===== src/rtl/i4_arb_pkg.sv =====
// Shared widths and FSM state encoding for the i4 request arbiter.
// Pure declarations; no logic, no latency, no flow control.
package i4_arb_pkg;
  localparam int NUM_REQ = 4;
  localparam int ID_W    = 2;
  localparam int AUX_W   = 2;

  typedef enum logic {
    IDLE  = 1'b0,
    OFFER = 1'b1
  } arb_state_t;
endpackage


===== src/rtl/i4_rr_pick.sv =====
// Round-robin pick: first set bit of pend searching upward from ptr, wrapping.
// Purely combinational, zero latency; no flow control.
module i4_rr_pick
  import i4_arb_pkg::*;
(
  input  logic [NUM_REQ-1:0] pend,
  input  logic [ID_W-1:0]    ptr,
  output logic               any,
  output logic [ID_W-1:0]    id
);

  logic [ID_W-1:0] idx;

  always_comb begin
    any = 1'b0;
    id  = '0;
    idx = '0;
    for (int k = 0; k < NUM_REQ; k++) begin
      // 2-bit addition wraps naturally, giving the mod-4 search order.
      idx = ptr + ID_W'(k);
      if (!any && pend[idx]) begin
        any = 1'b1;
        id  = idx;
      end
    end
  end

endmodule


===== src/rtl/i4_req_arbiter.sv =====
// Edge-captures four request lines and serialises them as round-robin offers.
// Offer valid one cycle after pend sets; held until out_ready, then one idle cycle.
module i4_req_arbiter
  import i4_arb_pkg::*;
#(
  parameter int MISS_W = 8
) (
  input  logic               clk,
  input  logic               rst_n,
  input  logic [NUM_REQ-1:0] req,
  input  logic [AUX_W-1:0]   aux,
  input  logic               out_ready,
  output logic               out_valid,
  output logic [ID_W-1:0]    out_id,
  output logic [AUX_W-1:0]   out_aux,
  output logic [NUM_REQ-1:0] pend,
  output logic [MISS_W-1:0]  miss_cnt
);

  arb_state_t          state_q, state_d;
  logic [NUM_REQ-1:0]  req_q, req_d;
  logic [NUM_REQ-1:0]  pend_q, pend_d;
  logic [ID_W-1:0]     ptr_q, ptr_d;
  logic [ID_W-1:0]     id_q, id_d;
  logic [AUX_W-1:0]    aux_q, aux_d;
  logic [MISS_W-1:0]   miss_q, miss_d;

  logic [NUM_REQ-1:0]  rise;
  logic [NUM_REQ-1:0]  acc_vec;
  logic [NUM_REQ-1:0]  miss_vec;
  logic                accept;
  logic                pick_any;
  logic [ID_W-1:0]     pick_id;

  i4_rr_pick u_pick (
    .pend (pend_q),
    .ptr  (ptr_q),
    .any  (pick_any),
    .id   (pick_id)
  );

  always_comb begin
    req_d   = req;
    rise    = req & ~req_q;
    accept  = (state_q == OFFER) && out_ready;
    acc_vec = '0;
    if (accept) acc_vec[id_q] = 1'b1;

    // A fresh rise on the line being accepted re-arms it instead of counting a miss.
    miss_vec = rise & pend_q & ~acc_vec;
    pend_d   = (pend_q & ~acc_vec) | rise;

    miss_d = miss_q;
    for (int i = 0; i < NUM_REQ; i++) begin
      if (miss_vec[i] && (miss_d != {MISS_W{1'b1}})) miss_d = miss_d + MISS_W'(1);
    end

    state_d = state_q;
    id_d    = id_q;
    aux_d   = aux_q;
    ptr_d   = ptr_q;
    case (state_q)
      IDLE: begin
        if (pick_any) begin
          state_d = OFFER;
          id_d    = pick_id;
          aux_d   = aux;
        end
      end
      OFFER: begin
        if (out_ready) begin
          state_d = IDLE;
          ptr_d   = id_q + ID_W'(1);
        end
      end
      default: state_d = IDLE;
    endcase
  end

  always_ff @(posedge clk or negedge rst_n) begin
    if (!rst_n) begin
      state_q <= IDLE;
      req_q   <= '0;
      pend_q  <= '0;
      ptr_q   <= '0;
      id_q    <= '0;
      aux_q   <= '0;
      miss_q  <= '0;
    end else begin
      state_q <= state_d;
      req_q   <= req_d;
      pend_q  <= pend_d;
      ptr_q   <= ptr_d;
      id_q    <= id_d;
      aux_q   <= aux_d;
      miss_q  <= miss_d;
    end
  end

  assign out_valid = (state_q == OFFER);
  assign out_id    = id_q;
  assign out_aux   = aux_q;
  assign pend      = pend_q;
  assign miss_cnt  = miss_q;

endmodule

===== config.mk =====
export PLATFORM = sky130hd
export DESIGN_NAME = i4_req_arbiter
export DESIGN_NICKNAME = d
export VERILOG_FILES = /design/src/rtl/i4_arb_pkg.sv /design/src/rtl/i4_rr_pick.sv /design/src/rtl/i4_req_arbiter.sv
export SDC_FILE = /design/constraint.sdc
export NUM_CORES = 1
export LEC_CHECK = 0
export CAP_MARGIN = 30
export CORE_MARGIN = 2
export CORE_UTILIZATION = 45
export DETAILED_ROUTE_END_ITERATION = 10
export PLACE_DENSITY = 0.74
export SLEW_MARGIN = 20
export SYNTH_ARGS = -nofsm -noshare
export SYNTH_HDL_FRONTEND = slang
export SYNTH_HIERARCHICAL = 1
export SYNTH_SLANG_ARGS = --single-unit

===== constraint.sdc =====
create_clock -name clk -period 5.8 [get_ports clk]
set_input_delay 0.58 -clock clk [delete_from_list [all_inputs] [get_ports clk]]
set_output_delay 0.58 -clock clk [all_outputs]
set_load 0.02 [all_outputs]

After elaboration in Yosys (flattened, before gate mapping)
Index checks and enable logic that the tools add are counted.
W data, S select, Z words.
{"block": "word_totals", "regBits": 23, "in_bits": 9}
{"block": "classes", "n_mux": 26, "reduce_logical": 14, "n_addsub": 8, "magnitude_cmp": 6, "n_bitwise": 8, "eq_ne": 4}
{"op": "$add A8 B1 Y8 const B", "count": 4}
{"op": "$mux W8", "count": 4}
{"op": "$ne A8 B8 Y1 const B", "count": 4}
{"op": "$and A4 B4 Y4", "count": 4}
{"op": "$lt A2 B3 Y1 const B", "count": 5}
{"op": "$mux W1", "count": 11}
{"op": "$logic_and A1 B1 Y1", "count": 9}
{"op": "$bmux W1 S2", "count": 4}
{"op": "$mux W2", "count": 4}
{"op": "$not A4 Y4", "count": 2}
{"op": "$add A2 B1 Y2 const B", "count": 2}
{"op": "$add A2 B2 Y2 const B", "count": 2}
{"op": "$mux W4", "count": 1}
{"op": "$or A4 B4 Y4", "count": 1}
{"op": "$reduce_and A2 Y1", "count": 2}
{"op": "$logic_not A1 Y1", "count": 3}
{"op": "$demux W1 S2", "count": 1}
{"op": "$ge A2 B1 Y1 const B", "count": 1}
{"op": "$pmux W1 S2", "count": 1}
{"op": "$not A1 Y1", "count": 1}

Logic depth before layout (Yosys ltp)
{"block": "logic_depth", "ltp_word": 18, "ltp_mapped": 24, "ltp_nobuf": 22}

Cells and area by module
Netlist, hierarchy kept.
{"mod": "i4_req_arbiter", "area_per_inst_um2": 2084.5, "cells_each": 250, "n_inst": 1}
{"mod": "i4_rr_pick", "area_per_inst_um2": 77.6, "cells_each": 15, "n_inst": 1}

Worst setup path after synthesis
Ideal clock, no wire load.
{"block": "synth_path", "path_kind": "reg-to-reg", "start": "register id_q[0], in the netlist out_id[0]", "end": "register miss_q[4], in the netlist miss_cnt[4]", "path_slack_ns": 0.988, "stages_incl_launch_ff": 24, "required_time_ns": 5.661, "t_arrival_ns": 4.674, "setup_time_ns": 0.139, "synth_period_minus_slack_ns": 4.812, "path_cell_list": "dfrtp_1 inv_1 ha_1 and3_4 buf_6 nor3_1 nand2_1 nand2_1 ha_1 o21a_1 o211ai_1 o21ai_1 nor2_1 a31oi_1 ha_1 clkbuf_1 inv_1 nor3_1 nand4_1 o211ai_1 nand2_1 nor2_1 o22ai_1 xor2_1"}
{"block": "synth_between", "elab_chain_len": 18, "elab_cells_between_ends": 22, "classes_between": "add/sub: 3; order compare: 2; eq/ne: 3; mux: 7; bitwise: 2; reduce/logical: 5"}
{"element": "from (decl)", "line": "i4_req_arbiter.sv:24", "text": "logic [ID_W-1:0] id_q, id_d;"}
{"element": "from (signal assigned)", "line": "i4_req_arbiter.sv:94", "text": "id_q <= id_d;"}
{"element": "$lt A2 B3 Y1 (implied by the code) / $ge A2 B1 Y1 (equally long branches)", "line": "i4_req_arbiter.sv:47", "text": "if (accept) acc_vec[id_q] = 1'b1;"}
{"element": "$logic_and A1 B1 Y1 (implied by the code)", "line": "i4_req_arbiter.sv:47"}
{"element": "$mux W1 (implied by the code)", "line": "i4_req_arbiter.sv:47"}
{"element": "$demux W1 S2 (*)", "line": "i4_req_arbiter.sv:47"}
{"element": "$mux W4 (*)", "line": "i4_req_arbiter.sv:47"}
{"element": "$not A4 Y4 (*)", "line": "i4_req_arbiter.sv:50", "text": "miss_vec = rise & pend_q & ~acc_vec;"}
{"element": "$and A4 B4 Y4 (*)", "line": "i4_req_arbiter.sv:50"}
{"element": "parallel branches: the longest is 10 deep, another holds $add A8 B1 Y8"}
{"element": "$mux W8 (*)", "line": "i4_req_arbiter.sv:55", "text": "if (miss_vec[i] && (miss_d != {MISS_W{1'b1}})) miss_d = miss_d + MISS_W'(1);"}
{"element": "named net miss_d[4]", "line": "i4_req_arbiter.sv:26", "text": "logic [MISS_W-1:0] miss_q, miss_d;"}
{"element": "to (signal assigned)", "line": "i4_req_arbiter.sv:96", "text": "miss_q <= miss_d;"}
{"element": "to (decl)", "line": "i4_req_arbiter.sv:26"}
Mark *: on every way through the listed nets, which the timed path passes.
A chain may end at the register's enable or synchronous reset.

Worst setup path in the final report
{"block": "layout_path", "start": "register miss_q[0], in the netlist miss_cnt[0]", "end": "register miss_q[4], in the netlist miss_cnt[4]"}
{"block": "layout_between", "elab_chain_len": 12, "elab_cells_between_ends": 16, "classes_between": "add/sub: 4; eq/ne: 4; mux: 4; reduce/logical: 4"}
{"element": "parallel branches: the longest is 2 deep, another holds $add A8 B1 Y8"}
{"element": "$mux W8 (*)", "line": "i4_req_arbiter.sv:55"}
{"element": "parallel branches: the longest is 2 deep, another holds $add A8 B1 Y8"}
{"element": "$mux W8 (*)", "line": "i4_req_arbiter.sv:55"}
{"element": "parallel branches: the longest is 2 deep, another holds $add A8 B1 Y8"}
{"element": "$mux W8 (*)", "line": "i4_req_arbiter.sv:55"}
{"element": "parallel branches: the longest is 2 deep, another holds $add A8 B1 Y8"}
{"element": "$mux W8 (*)", "line": "i4_req_arbiter.sv:55"}
{"element": "named net miss_d[4]", "line": "i4_req_arbiter.sv:26"}
Marked as above.

==> results.sh <==
export IMPL_ff_latch_area_um2=576
export IMPL_layout_nets=307
export IMPL_fill_cells=436
export IMPL_dpl_hpwl_um=4660
export IMPL_place_congestion=0.998
export IMPL_critical_path_most_common_cell="ha_1"
export IMPL_post_cts_setup_buffers=0
export IMPL_final_common_cell="nand2_1"
export IMPL_final_cells=344
export IMPL_synth_seq_cells=23
export IMPL_relSlewSlack_pct=56.4
export IMPL_antenna_found_initial=0
export IMPL_vdd_ir_drop_max_mv=0.226
export IMPL_h_tree_depth=1
export IMPL_p_total_w=0.00124
export IMPL_dieArea_um2=5380
export IMPL_cp_depth=21
export IMPL_final_hold_violation_count=0
export IMPL_initial_core_util_pct=46.1
export IMPL_finClkSkew_ps=4.22
export IMPL_p_leak_nw=0.917
export IMPL_ant_nets=0
export IMPL_grtUsageTotal_pct=22.8
export IMPL_placed_cell_area_um2=2460
export IMPL_ios=26
export IMPL_most_common_layout_cells="nand2_1, clkdlybuf4s50_1, dfrtp_1"
export IMPL_die_w_um=73.3
export IMPL_cts_tree="yes"
export IMPL_netlist_cell_type_count=62
export IMPL_powerDensity_nw_per_um2=494
export IMPL_maxSlewViolCount=0
export IMPL_critical_path_slowest_cell="dfrtp_1"
export IMPL_drt_iter0_drc=178
export IMPL_setup_violations=0
export IMPL_cp_start_kind="flip-flop"
export IMPL_arrival_ps=5460
export IMPL_setup_tns_ps=0
export IMPL_synth_top_flop_cell="dfrtp_1"
export IMPL_fin_area_um2=2520
export IMPL_min_period_ps=5320
export IMPL_status="complete, no violations"
export IMPL_die_y_um=73.3
export IMPL_rr_worst_depth=21
export IMPL_avgSynthCellArea_um2=8.16
export IMPL_max_freq_ghz=0.188
export IMPL_vias_per_cell=6.21
export IMPL_drv_cap=0
export IMPL_clk_latency_ps=270
export IMPL_yosysSeqAreaShare_pct=26.6
export IMPL_tightest_slew_ps=648
export IMPL_diodes=0
export IMPL_min_path_type="flip-flop to flip-flop"
export IMPL_critPathMaxFanout=11
export IMPL_row_count=25
export IMPL_syn_nets=281
export IMPL_grt_max_degree=17
export IMPL_async_flop_share_pct=100
export IMPL_clk_pin_slew_ps=90
export IMPL_wl_per_cell_um=16.9
export IMPL_required_ps=5930
export IMPL_cts_made_buffers=3
export IMPL_syn_inst=265
export IMPL_drc_errors=0
export IMPL_cp_cell_sequence="ha_1 -> nand2_1 -> nor3_1 -> nor3_2 -> xnor2_1 -> inv_1 -> ha_1 -> o21a_1 -> o211ai_1 -> o21ai_2 -> nor2_1 -> a31oi_1 -> ha_1 -> inv_1 -> nor3_1 -> nand4_1 -> o211ai_1 -> nand2_1 -> nor2_1 -> o22ai_1 -> xor2_1"
export IMPL_portBuffers=25
export IMPL_worstHoldPathCells=1
export IMPL_cts_root_buffer="clkbuf_8"
export IMPL_path_delay_family="simple AND/OR/NAND/NOR gates"
export IMPL_fin_crit_sh_pct=91.8
export IMPL_drt_total_wl_um=5820
export IMPL_synth_edf_count=0
export IMPL_vias=2135
export IMPL_synthesis_area_um2=2160
export IMPL_ctsLongestPathBuffers=2
export IMPL_clock_sinks=23
export IMPL_dr_pass1_iters=4
export IMPL_grt_setup_unrepaired="no"
export IMPL_ys_warn_count=6
export IMPL_drive_above_1_share_pct=11.0
export IMPL_grt_pass1_vias=1970
export IMPL_gr_total_overflow=0
export IMPL_end_kind="flip-flop"
export IMPL_crit_buf_inv=2
export IMPL_area_delta_synth_final_pct=16.6
export IMPL_crit_path_max_incr_delay_ps=580
export IMPL_worstSetupPathType="flip-flop to flip-flop"
export IMPL_placed_cells=340
export IMPL_grt_pass1_wl_um=9460
export IMPL_multi_input_area_um2=1500
export IMPL_coreArea_um2=4690
==> metal layers <==
metal / vias up / part of all wire, % / GRT usage, %
li1: 1042 / - / -
met1: 995 / 43 / 30.6
met4: 0 / 2.9 / 9.49
met5: - / 0 / 0
met2: 83 / 48 / 37.1
met3: 15 / 5.6 / 2.88
==> metrics by stage <==
step | hold WS (ps) | setup WS [ps] | utilization (%)
after floorplan | 284 | 988 | -
after global placement | 456 | 487 | 52.2
after detailed placement | 458 | 283 | 52.5
after CTS | 475 | 444 | 53.5
after global routing | 507 | 101 | 53.7
final | 479 | 475 | 53.7
==> synth_stat cells (all sizes together), types with 4 or more instances <==
cell     instances  area (um^2)
a21oi           13         65.1
dfrtp           23          576
inv             14         52.6
nand2           37          139
xnor2           10         87.6
a211oi           6         45.0
a31oi            5         31.3
xor2             5         43.8
mux2             5         56.3
nor3            10         55.1
o21ai           15         75.1
o21a             6         45.0
nor2            21         81.3
nor2b            5         31.3
o2bb2ai          5         43.8
ha               7         87.6
nand3           11         55.1
nor4             4         37.5
==> layout make-up <==
type / count / area share (%)
Sequential cell: 23 / 22.8
Timing Repair Buffer: 27 / 10.8
Clock buffer: 3 / 1.64
Inverter: 14 / 2.08
Tap cell: 54 / 2.68
Multi-Input combinational cell: 222 / 59.7
Clock inverter: 1 / 0.298
==> cells by family after synthesis <==
family,after synthesis,synth area share (%)
AOI/OAI and AO/OA,74,25.0
adders and majority gates,7,4.05
and+or+nand+nor,118,29.9
xor gates and xnor gates,15,6.08
buffers and inverters,20,4.22
muxes,8,4.17
DFF,23,26.6
==> final timing paths <==
path | from | endpoint | slack, ps
max | miss_cnt[0]$_DFF_PN0_ | miss_cnt[4]$_DFF_PN0_ | 480
min in group asynchronous | rst_n | out_aux[0]$_DFFE_PN0P_ | 600
max in group asynchronous | rst_n | miss_cnt[1]$_DFF_PN0_ | 4750
min reg2reg | req_q[1]$_DFF_PN0_ | pend[1]$_DFF_PN0_ | 480
max reg2reg | miss_cnt[0]$_DFF_PN0_ | miss_cnt[4]$_DFF_PN0_ | 480
min | req_q[1]$_DFF_PN0_ | pend[1]$_DFF_PN0_ | 480
==> state kept, by name (all words and copies together) (netlist names) <==
name / flops
req_q: 4
pend: 4
out_valid: 1
miss_cnt: 8
ptr_q: 2
out_aux: 2
out_id: 2
==> report_power, final <==
part | switching (W) | internal, W | leakage [nW]
combinational | 0.000492 | 0.000333 | 0.629
sequential | 0.000100 | 0.000213 | 0.266
clock | 0.0000580 | 0.0000487 | 0.0217
==> what timing repair did <==
action	in CTS	in global routing
gates resized for setup	0	3
hold endpoints to repair	0	0
setup endpoints to repair	0	4
hold buffers	0	0
No activity file was read; power rests on OpenSTA's default activity.
